File: src/rtl/uart_pkg.sv
// Shared UART definitions: one-hot FSM encoding, bit-order and parity constants, tick width.
// Common to the TX serializer and the RX analyser so both sides agree on framing.
package uart_pkg;

  typedef enum logic [6:0] {
    IDLE      = 7'b000_0001,
    FETCH     = 7'b000_0010,
    LOAD      = 7'b000_0100,
    STARTBIT  = 7'b000_1000,
    DATABITS  = 7'b001_0000,
    PARITYBIT = 7'b010_0000,
    STOPBIT   = 7'b100_0000
  } state_t;

  localparam logic BIGEND    = 1'b1;
  localparam logic LITTLEEND = 1'b0;

  localparam int BIT_TICKS = 16;

  localparam logic RIGHT = 1'b0;
  localparam logic WRONG = 1'b1;

  function automatic logic [7:0] bit_reverse(input logic [7:0] d);
    logic [7:0] r;
    for (int i = 0; i < 8; i++) r[i] = d[7-i];
    return r;
  endfunction

endpackage

File: src/rtl/tx_shift_register.sv
// 8-bit parallel-load, MSB-first serial-out register with a count of shifts since load.
// Latency: load/shift take effect on the next edge; no backpressure, load wins over shift.
module tx_shift_register (
  input  logic       clk,
  input  logic       rst,
  input  logic       load,
  input  logic       shift,
  input  logic [7:0] par_dat,
  output logic       ser_dat,
  output logic [3:0] bit_cnt
);

  logic [7:0] sr;

  always_ff @(posedge clk or negedge rst) begin
    if (!rst) begin
      sr      <= '0;
      bit_cnt <= '0;
    end else if (load) begin
      sr      <= par_dat;
      bit_cnt <= '0;
    end else if (shift) begin
      sr      <= {sr[6:0], 1'b0};
      bit_cnt <= bit_cnt + 4'd1;
    end
  end

  assign ser_dat = sr[7];

endmodule

File: src/rtl/uart_tx_byte_serializer.sv
// UART TX byte engine: FIFO read, start/8 data/optional even parity/stop framing onto TxD_o.
// Latency 2 clks + next tick to start edge; FIFO read only when p_empty_i low. TX_TWO_STOP_BITS_EN = 2 stop bits.
module uart_tx_byte_serializer
  import uart_pkg::*;
#(
  parameter int BIT_TICKS = 16
) (
  input  logic       clk,
  input  logic       rst,
  input  logic       AcqSig_i,
  input  logic [7:0] data_i,
  input  logic       p_empty_i,
  output logic       n_re_o,
  input  logic       p_ParityEnable_i,
  input  logic       p_BigEnd_i,
  output logic       TxD_o,
  output logic [6:0] State_o,
  output logic [3:0] BitWidthCnt_o,
  output logic       p_Busy_o,
  output logic       p_TxDone_o
);

  localparam logic [3:0] BIT_LAST = 4'(BIT_TICKS - 1);

  state_t     state;
  logic [3:0] cnt;
  logic       loaded;
  logic       parity_q;
  logic       par_en_q;
  logic       bit_end;
  logic       stop_done;
  logic       sr_load;
  logic       sr_shift;
  logic       sr_dat;
  logic [3:0] sr_cnt;
  logic [7:0] load_dat;
`ifdef TX_TWO_STOP_BITS_EN
  logic       second_stop;
`endif

  assign bit_end  = AcqSig_i && (cnt == BIT_LAST);
  // The first-sent bit always sits in the register MSB, whatever the bit order.
  assign load_dat = (p_BigEnd_i == BIGEND) ? data_i : bit_reverse(data_i);
  assign sr_load  = (state == LOAD) && !loaded;
  assign sr_shift = bit_end && ((state == STARTBIT) || ((state == DATABITS) && (sr_cnt != 4'd8)));

`ifdef TX_TWO_STOP_BITS_EN
  assign stop_done = bit_end && (state == STOPBIT) && second_stop;
`else
  assign stop_done = bit_end && (state == STOPBIT);
`endif

  tx_shift_register u_shift (
    .clk     (clk),
    .rst     (rst),
    .load    (sr_load),
    .shift   (sr_shift),
    .par_dat (load_dat),
    .ser_dat (sr_dat),
    .bit_cnt (sr_cnt)
  );

  always_ff @(posedge clk or negedge rst) begin
    if (!rst) begin
      state       <= IDLE;
      cnt         <= '0;
      loaded      <= 1'b0;
      parity_q    <= 1'b0;
      par_en_q    <= 1'b0;
      TxD_o       <= 1'b1;
      n_re_o      <= 1'b1;
      p_Busy_o    <= 1'b0;
      p_TxDone_o  <= 1'b0;
`ifdef TX_TWO_STOP_BITS_EN
      second_stop <= 1'b0;
`endif
    end else begin
      n_re_o     <= 1'b1;
      p_TxDone_o <= 1'b0;
      case (state)
        IDLE: begin
          if (!p_empty_i) begin
            state    <= FETCH;
            n_re_o   <= 1'b0;
            p_Busy_o <= 1'b1;
          end
        end
        FETCH: begin
          state  <= LOAD;
          loaded <= 1'b0;
        end
        LOAD: begin
          // Frame options are frozen on the cycle the read data arrives.
          if (!loaded) begin
            loaded   <= 1'b1;
            parity_q <= ^data_i;
            par_en_q <= p_ParityEnable_i;
          end
          if (AcqSig_i) begin
            state <= STARTBIT;
            cnt   <= '0;
            TxD_o <= 1'b0;
          end
        end
        STARTBIT, DATABITS, PARITYBIT, STOPBIT: begin
          if (AcqSig_i) cnt <= bit_end ? 4'd0 : cnt + 4'd1;
          if (bit_end) begin
            case (state)
              STARTBIT: begin
                state <= DATABITS;
                TxD_o <= sr_dat;
              end
              DATABITS: begin
                if (sr_cnt != 4'd8) begin
                  TxD_o <= sr_dat;
                end else if (par_en_q) begin
                  state <= PARITYBIT;
                  TxD_o <= parity_q;
                end else begin
                  state <= STOPBIT;
                  TxD_o <= 1'b1;
                end
              end
              PARITYBIT: begin
                state <= STOPBIT;
                TxD_o <= 1'b1;
              end
              STOPBIT: begin
`ifdef TX_TWO_STOP_BITS_EN
                second_stop <= !second_stop;
`endif
                if (stop_done) begin
                  p_TxDone_o <= 1'b1;
                  if (!p_empty_i) begin
                    state  <= FETCH;
                    n_re_o <= 1'b0;
                  end else begin
                    state    <= IDLE;
                    p_Busy_o <= 1'b0;
                  end
                end
              end
              default: ;
            endcase
          end
        end
        default: begin
          state    <= IDLE;
          TxD_o    <= 1'b1;
          p_Busy_o <= 1'b0;
        end
      endcase
    end
  end

  assign State_o       = state;
  assign BitWidthCnt_o = cnt;

endmodule

File: config.mk
export PLATFORM = sky130hd
export DESIGN_NAME = uart_tx_byte_serializer
export DESIGN_NICKNAME = d
export VERILOG_FILES = /design/src/rtl/uart_pkg.sv /design/src/rtl/tx_shift_register.sv /design/src/rtl/uart_tx_byte_serializer.sv
export SDC_FILE = /design/constraint.sdc
export NUM_CORES = 1
export LEC_CHECK = 0
export BUFFER_PORTS_ARGS = -buffer_cell sky130_fd_sc_hd__buf_2
export CORE_AREA = 2 2 49 96
export CTS_BUF_LIST = sky130_fd_sc_hd__clkbuf_8 sky130_fd_sc_hd__clkbuf_16
export CTS_CLUSTER_SIZE = 24
export DETAILED_ROUTE_END_ITERATION = 8
export DIE_AREA = 0 0 51 98
export GPL_TIMING_DRIVEN = 0
export PLACE_DENSITY = 0.74
export SLEW_MARGIN = 20
export SYNTH_ARGS = -nofsm -noshare
export SYNTH_HDL_FRONTEND = slang
export SYNTH_SLANG_ARGS = --single-unit
File: constraint.sdc
create_clock -name clk -period 2.16 [get_ports clk]
set_clock_uncertainty 0.1 [all_clocks]
set_input_delay 0.108 -clock clk [delete_from_list [all_inputs] [get_ports clk]]
set_output_delay 0.108 -clock clk [all_outputs]
set_load 0.005 [all_outputs]
# Word level (Yosys, flattened, before mapping)
# Cells that the tools add are included.
op_classes:
  addsub: 2
  n_eq_ne: 20
  muxes: 40
  bitwise: 3
  reduce_logical: 19
ops:
  columns: ["cell", "n"]
  rows:
  - ["7-bit one-hot mux with 4 select lines", 2]
  - ["7-bit two-way mux", 6]
  - ["8-bit two-way mux", 3]
  - ["4-bit two-way mux", 5]
  - ["1-bit two-way mux", 17]
  - ["2-bit != test, second input constant", 7]
  - ["6-bit AND reduction", 2]
  - ["1-bit one-hot mux with 3 select lines", 3]
  - ["4-bit by 1-bit adder with 4-bit output, second input constant", 2]
  - ["4-bit != test, second input constant", 2]
  - ["4-bit one-hot mux with 2 select lines", 1]
  - ["8-bit XOR reduction", 1]
  - ["7-bit by 1-bit == test with 1-bit output, second input constant", 1]
  - ["7-bit by 2-bit == test with 1-bit output, second input constant", 1]
  - ["7-bit by 3-bit == test with 1-bit output, second input constant", 1]
  - ["7-bit by 4-bit == test with 1-bit output, second input constant", 1]
  - ["7-bit by 5-bit == test with 1-bit output, second input constant", 1]
  - ["7-bit by 6-bit == test with 1-bit output, second input constant", 1]
  - ["7-bit == test, second input constant", 1]
  - ["3-bit != test, second input constant", 2]
  - ["2-bit nonzero test", 3]
  - ["1-bit logical AND", 5]
  - ["5-bit != test, second input constant", 1]
  - ["4-bit == test, second input constant", 1]
  - ["other kinds (10)", 14]
word_totals:
  ff_bits: 30
  inputBits: 14
  output_inout_bits: 15
  elab_cells: 95

# Depth between registers and ports, before layout
logic_depth:
  ltp_word: 7
  ltp_mapped: 8

# By module
# Synthesis repeated with hierarchy kept, for this count alone.
unflattened:
  cells_unflattened: 187
  hier_area_um2: 1848.0
modules_own_cells:
  columns: ["module", "instances", "cells_per_inst", "area_each_um2"]
  rows:
  - ["uart_tx_byte_serializer", 1, 136, 1288.7]
  - ["tx_shift_register", 1, 51, 559.3]

# Worst setup path after synthesis
# OpenSTA, ideal clock, no wires.
synth_path:
  path_kind: "register to register"
  startpoint: "register state[6] (netlist: State_o[6])"
  endpoint: "register state[4] (netlist: State_o[4])"
  setup_ps: 125
  t_arrival_ps: 1828
  required_time_ps: 1935
  slack_ps: 107
  stages_incl_launch_ff: 7
  path_buffers: 1
  period_less_slack_ps: 2053
  path_cell_list: "dfrtp_1 buf_6 or4_4 nor4_4 a41oi_2 o21ai_4 mux2_4"
synth_between:
  elab_chain_cells: 4
  elab_cells_between_ends: 19
  classes_between: "eq/ne (13); mux (3); reduce/logical (3)"
synth_lines:
  columns: ["element", "line_no", "rtl"]
  rows:
  - ["start, declared", "uart_tx_byte_serializer.sv:25", "state_t state;"]
  - ["start signal, assigned", "uart_tx_byte_serializer.sv:65", "state <= IDLE;"]
  - ["start signal, assigned", "uart_tx_byte_serializer.sv:83", "state <= FETCH;"]
  - ["start signal, assigned", "uart_tx_byte_serializer.sv:89", "state <= LOAD;"]
  - ["7-bit by 4-bit == test with 1-bit output, or another cell as far along", "uart_tx_byte_serializer.sv:80, uart_tx_byte_serializer.sv:108", null]
  - ["4-bit OR reduction, or another cell as far along", "uart_tx_byte_serializer.sv:80", "case (state)"]
  - ["5-bit != test (no source line), or another cell as far along", null, null]
  - ["6-bit AND reduction (no source line) or 7-bit one-hot mux with 4 select lines (tied branches)", null, null]
# Parallel ways exist; a longest one is shown, timed or not. The select of a mux whose other input is x is not followed.
# A chain may end at the register's enable or synchronous reset.

# Final worst setup path
# Ends and elaborated chain as after synthesis.

==> reports/qor.yml <==
run:
  drv_cap: 0
power:
  power_switching_uw: 835.4
  clock_power_share: 0.204
  power_frac_comb: 0.394
  internal_power_uw: 1453
  power.density_nw_per_um2: 1005
  p_seq_frac: 0.401
  peakVddDrop_v: 0.0005309
  swShare: 0.3651
  power.static_leakage_uw: 0.001062
floorplanning:
  die_area_um2: 4998
  coreArea_um2: 4297
  io_pins: 29
  die_w_um: 51
  rows: 34
  fp.dieH_um: 98
  start_util: 0.4316
global_routing:
  grt_pass1_wl_um: 6920
  antenna_found_initial: 0
  grt_max_degree: 31
  grtUsageTotal: 0.1852
  grt_overflow: 0
  grt_pass1_vias: 1519
cells_and_area:
  fill_cells: 413
  stdcell_area_um2: 2277
  fin_util: 0.5300
  final_nets: 248
  n_antenna_cell: 0
  multi_input_area_um2: 1057
  area_growth_pct: 22.81
  seq_area_um2: 754.5
  drive_above_1_share: 0.2974
worst_setup_path:
  critPathMaxFanout: 6
  critical-path-slowest-cell: "or4_4"
  cp-end-kind: "register"
  crit_chain: "buf_6 -> or4_4 -> nor4_4 -> a41oi_2 -> o21ai_4 -> mux2_4"
  cpPeakStageDelay_ns: 0.59
  cp-start-kind: "register"
  worstSetupPathType: "reg2reg"
  cp.required_ns: 2.24
  cp.arrival_ns: 2.19
hold_path:
  hold_class: "in2reg"
sta:
  finalSetupViolCount: 0
  setup_ws_ns: 0.04840
  maxSlewViolCount: 0
  timing_hold_violations_final: 0
  relSlewSlack: 0.5576
  period_share: 0.9776
  timing.fmax_ghz: 0.4736
  fin_crit_ns: 2.112
  rsz0062_at_grt: "yes"
  worst_pin_slew_ns: 0.6637
synthesis:
  synth.top_cell.area_share: 0.3644
  yosysSeqAreaShare: 0.4069
  ys_types: 51
  synth_largest_area_cell: "dfrtp_1"
  synth_edf_count: 0
  synth-main-ff-cell: "dfrtp_1"
  yosysMostFrequentCell: "dfrtp_1"
  yosysWarnings: 0
  yosys_register_bits: 30
  syn-mean-instance-area_um2: 9.863
  synth_area_um2: 1854
  synth_common_cells: "dfrtp_1, nor2_1, mux2i_1, nand2_1, o21ai_0"
  synth_area_leaders: "dfrtp_1, mux2i_1, dfstp_2"
  async_flop_share: 1.000
  synth_nets: 205
  synth_cells: 188
clock_network:
  cts-root-buf: "clkbuf_8"
  path_clk_slew_ns: 0.07
  clockBufferDepth: 2
  cts_tree: "built"
  clkSinkCount: 30
  cts_htree_levels: 2
  cts_buffers: 5
  clock_latency_ns: 0.29
route:
  first_iter_violations: 42
  firstDrtPassIters: 4
  vias: 1609
  wl_per_cell_um: 14.74
  avgViaCountPerCell: 5.626
  antenna_left: 0
  post-route-drc-count: 0
  finalWirelength_um: 4215
placed_design:
  post-place-ws_ns: -0.0009508
  post-dp-hpwl_um: 3067
  gp_congestion: 0.8386
  port-buffer-count: 27
  placement.cell_area_um2: 2057
run_status:
  status: "finished, final reports clean"
[what timing repair did]
item                                   in CTS  in global routing
setup endpoints to repair                   7                 20
endpoints found under the hold margin      29                  0
setup buffers                               2                  6
hold buffers                                3                  0
gates resized for setup                     4                  7
pin swaps                                   1                  1
[placed cells by master, fill, tap and decap left out, drive strengths merged, types with 7 or more instances in the layout]
cell type  count
buf           41
dfrtp         27
nor2          15
o21ai         13
nand2         12
mux2i         11
a21oi         10
clkbuf         9
nand3          8
xnor2          8
a211oi         8
nor2b          7
[cells by family after synthesis]
family | synth area share
AO/OA/AOI/OAI | 0.1674
XOR/XNOR | 0.05668
adder cells (fa/ha/maj) | 0.02025
buffers and inverters | 0.04723
flip-flops | 0.4069
multiplexers | 0.08165
AND/OR/NAND/NOR | 0.2200
[per-stage QoR]
step | setup TNS, ns | power [uW] | hold slack (ns) | std cells
final | 0 | 2288 | 0.02971 | 286
after global routing | -0.06289 | 2461 | 0.06161 | 286
after CTS | 0 | 2271 | 0.03320 | 282
after detailed placement | -0.001335 | 1762 | 0.08135 | 269
after global placement | 0 | 1734 | 0.07356 | 269
after floorplan | 0 | 1518 | -0.2876 | 188
[critical path, delay by kind of cell, from the launching register on]
family / cells / cell delay, ns
AO/OA/AOI/OAI: 2 / 0.21
buffers and inverters: 1 / 0.14
flip-flops: 1 / 0.39
multiplexers: 1 / 0.32
AND/OR/NAND/NOR: 2 / 0.84
[path summary, 6_finish.rpt]
check | start | to | slack, ns | cells after the start
setup / recovery | State_o[6]$_DFFE_PN0P_ | State_o[4]$_DFFE_PN0P_ | 0.05 | 6
hold / removal | data_i[2] | u_shift.sr[2]$_DFFE_PN0P_ | 0.03 | 3
setup reg to reg | State_o[6]$_DFFE_PN0P_ | State_o[4]$_DFFE_PN0P_ | 0.05 | 6
hold reg to reg | parity_q$_DFFE_PN0P_ | parity_q$_DFFE_PN0P_ | 0.40 | 2
max in group asynchronous | rst | u_shift.sr[0]$_DFFE_PN0P_ | 1.24 | 2
min in group asynchronous | rst | State_o[1]$_DFFE_PN0P_ | 0.28 | 2
[registers in the layout (all words and copies together), names as in the netlist, 4 cells and up]
| signal | count |
|---|---|
| u_shift.sr | 8 |
| State_o | 7 |
| u_shift.bit_cnt | 4 |
| BitWidthCnt_o | 4 |
[power groups by stage]
stage	Combinational, uW	Sequential (uW)	Clock [uW]
2_1_floorplan	657	861	0
3_3_place_gp	862	872	0
3_5_place_dp	882	881	0
4_1_cts	929	871	472
5_1_grt	1010	955	495
6_report	902	918	468
[cell type report]
cell class / count / area share
Tap cell: 54 / 0.02967
Sequential cell: 30 / 0.3313
Multi-Input combinational cell: 143 / 0.4643
Timing Repair Buffer: 38 / 0.09890
Buffer: 9 / 0.02912
Inverter: 4 / 0.006593
Clock inverter: 2 / 0.003846
Clock buffer: 6 / 0.03626
[per-layer routing]
metal | share of wire | vias to the layer above | GRT usage
met5 | 0 | - | 0
li1 | - | 768 | -
met1 | 0.33 | 780 | 0.1668
met4 | 0.046 | 0 | 0.1060
met3 | 0.039 | 14 | 0.03058
met2 | 0.59 | 47 | 0.3596
Note: power is estimated with default switching activity, not from simulation.
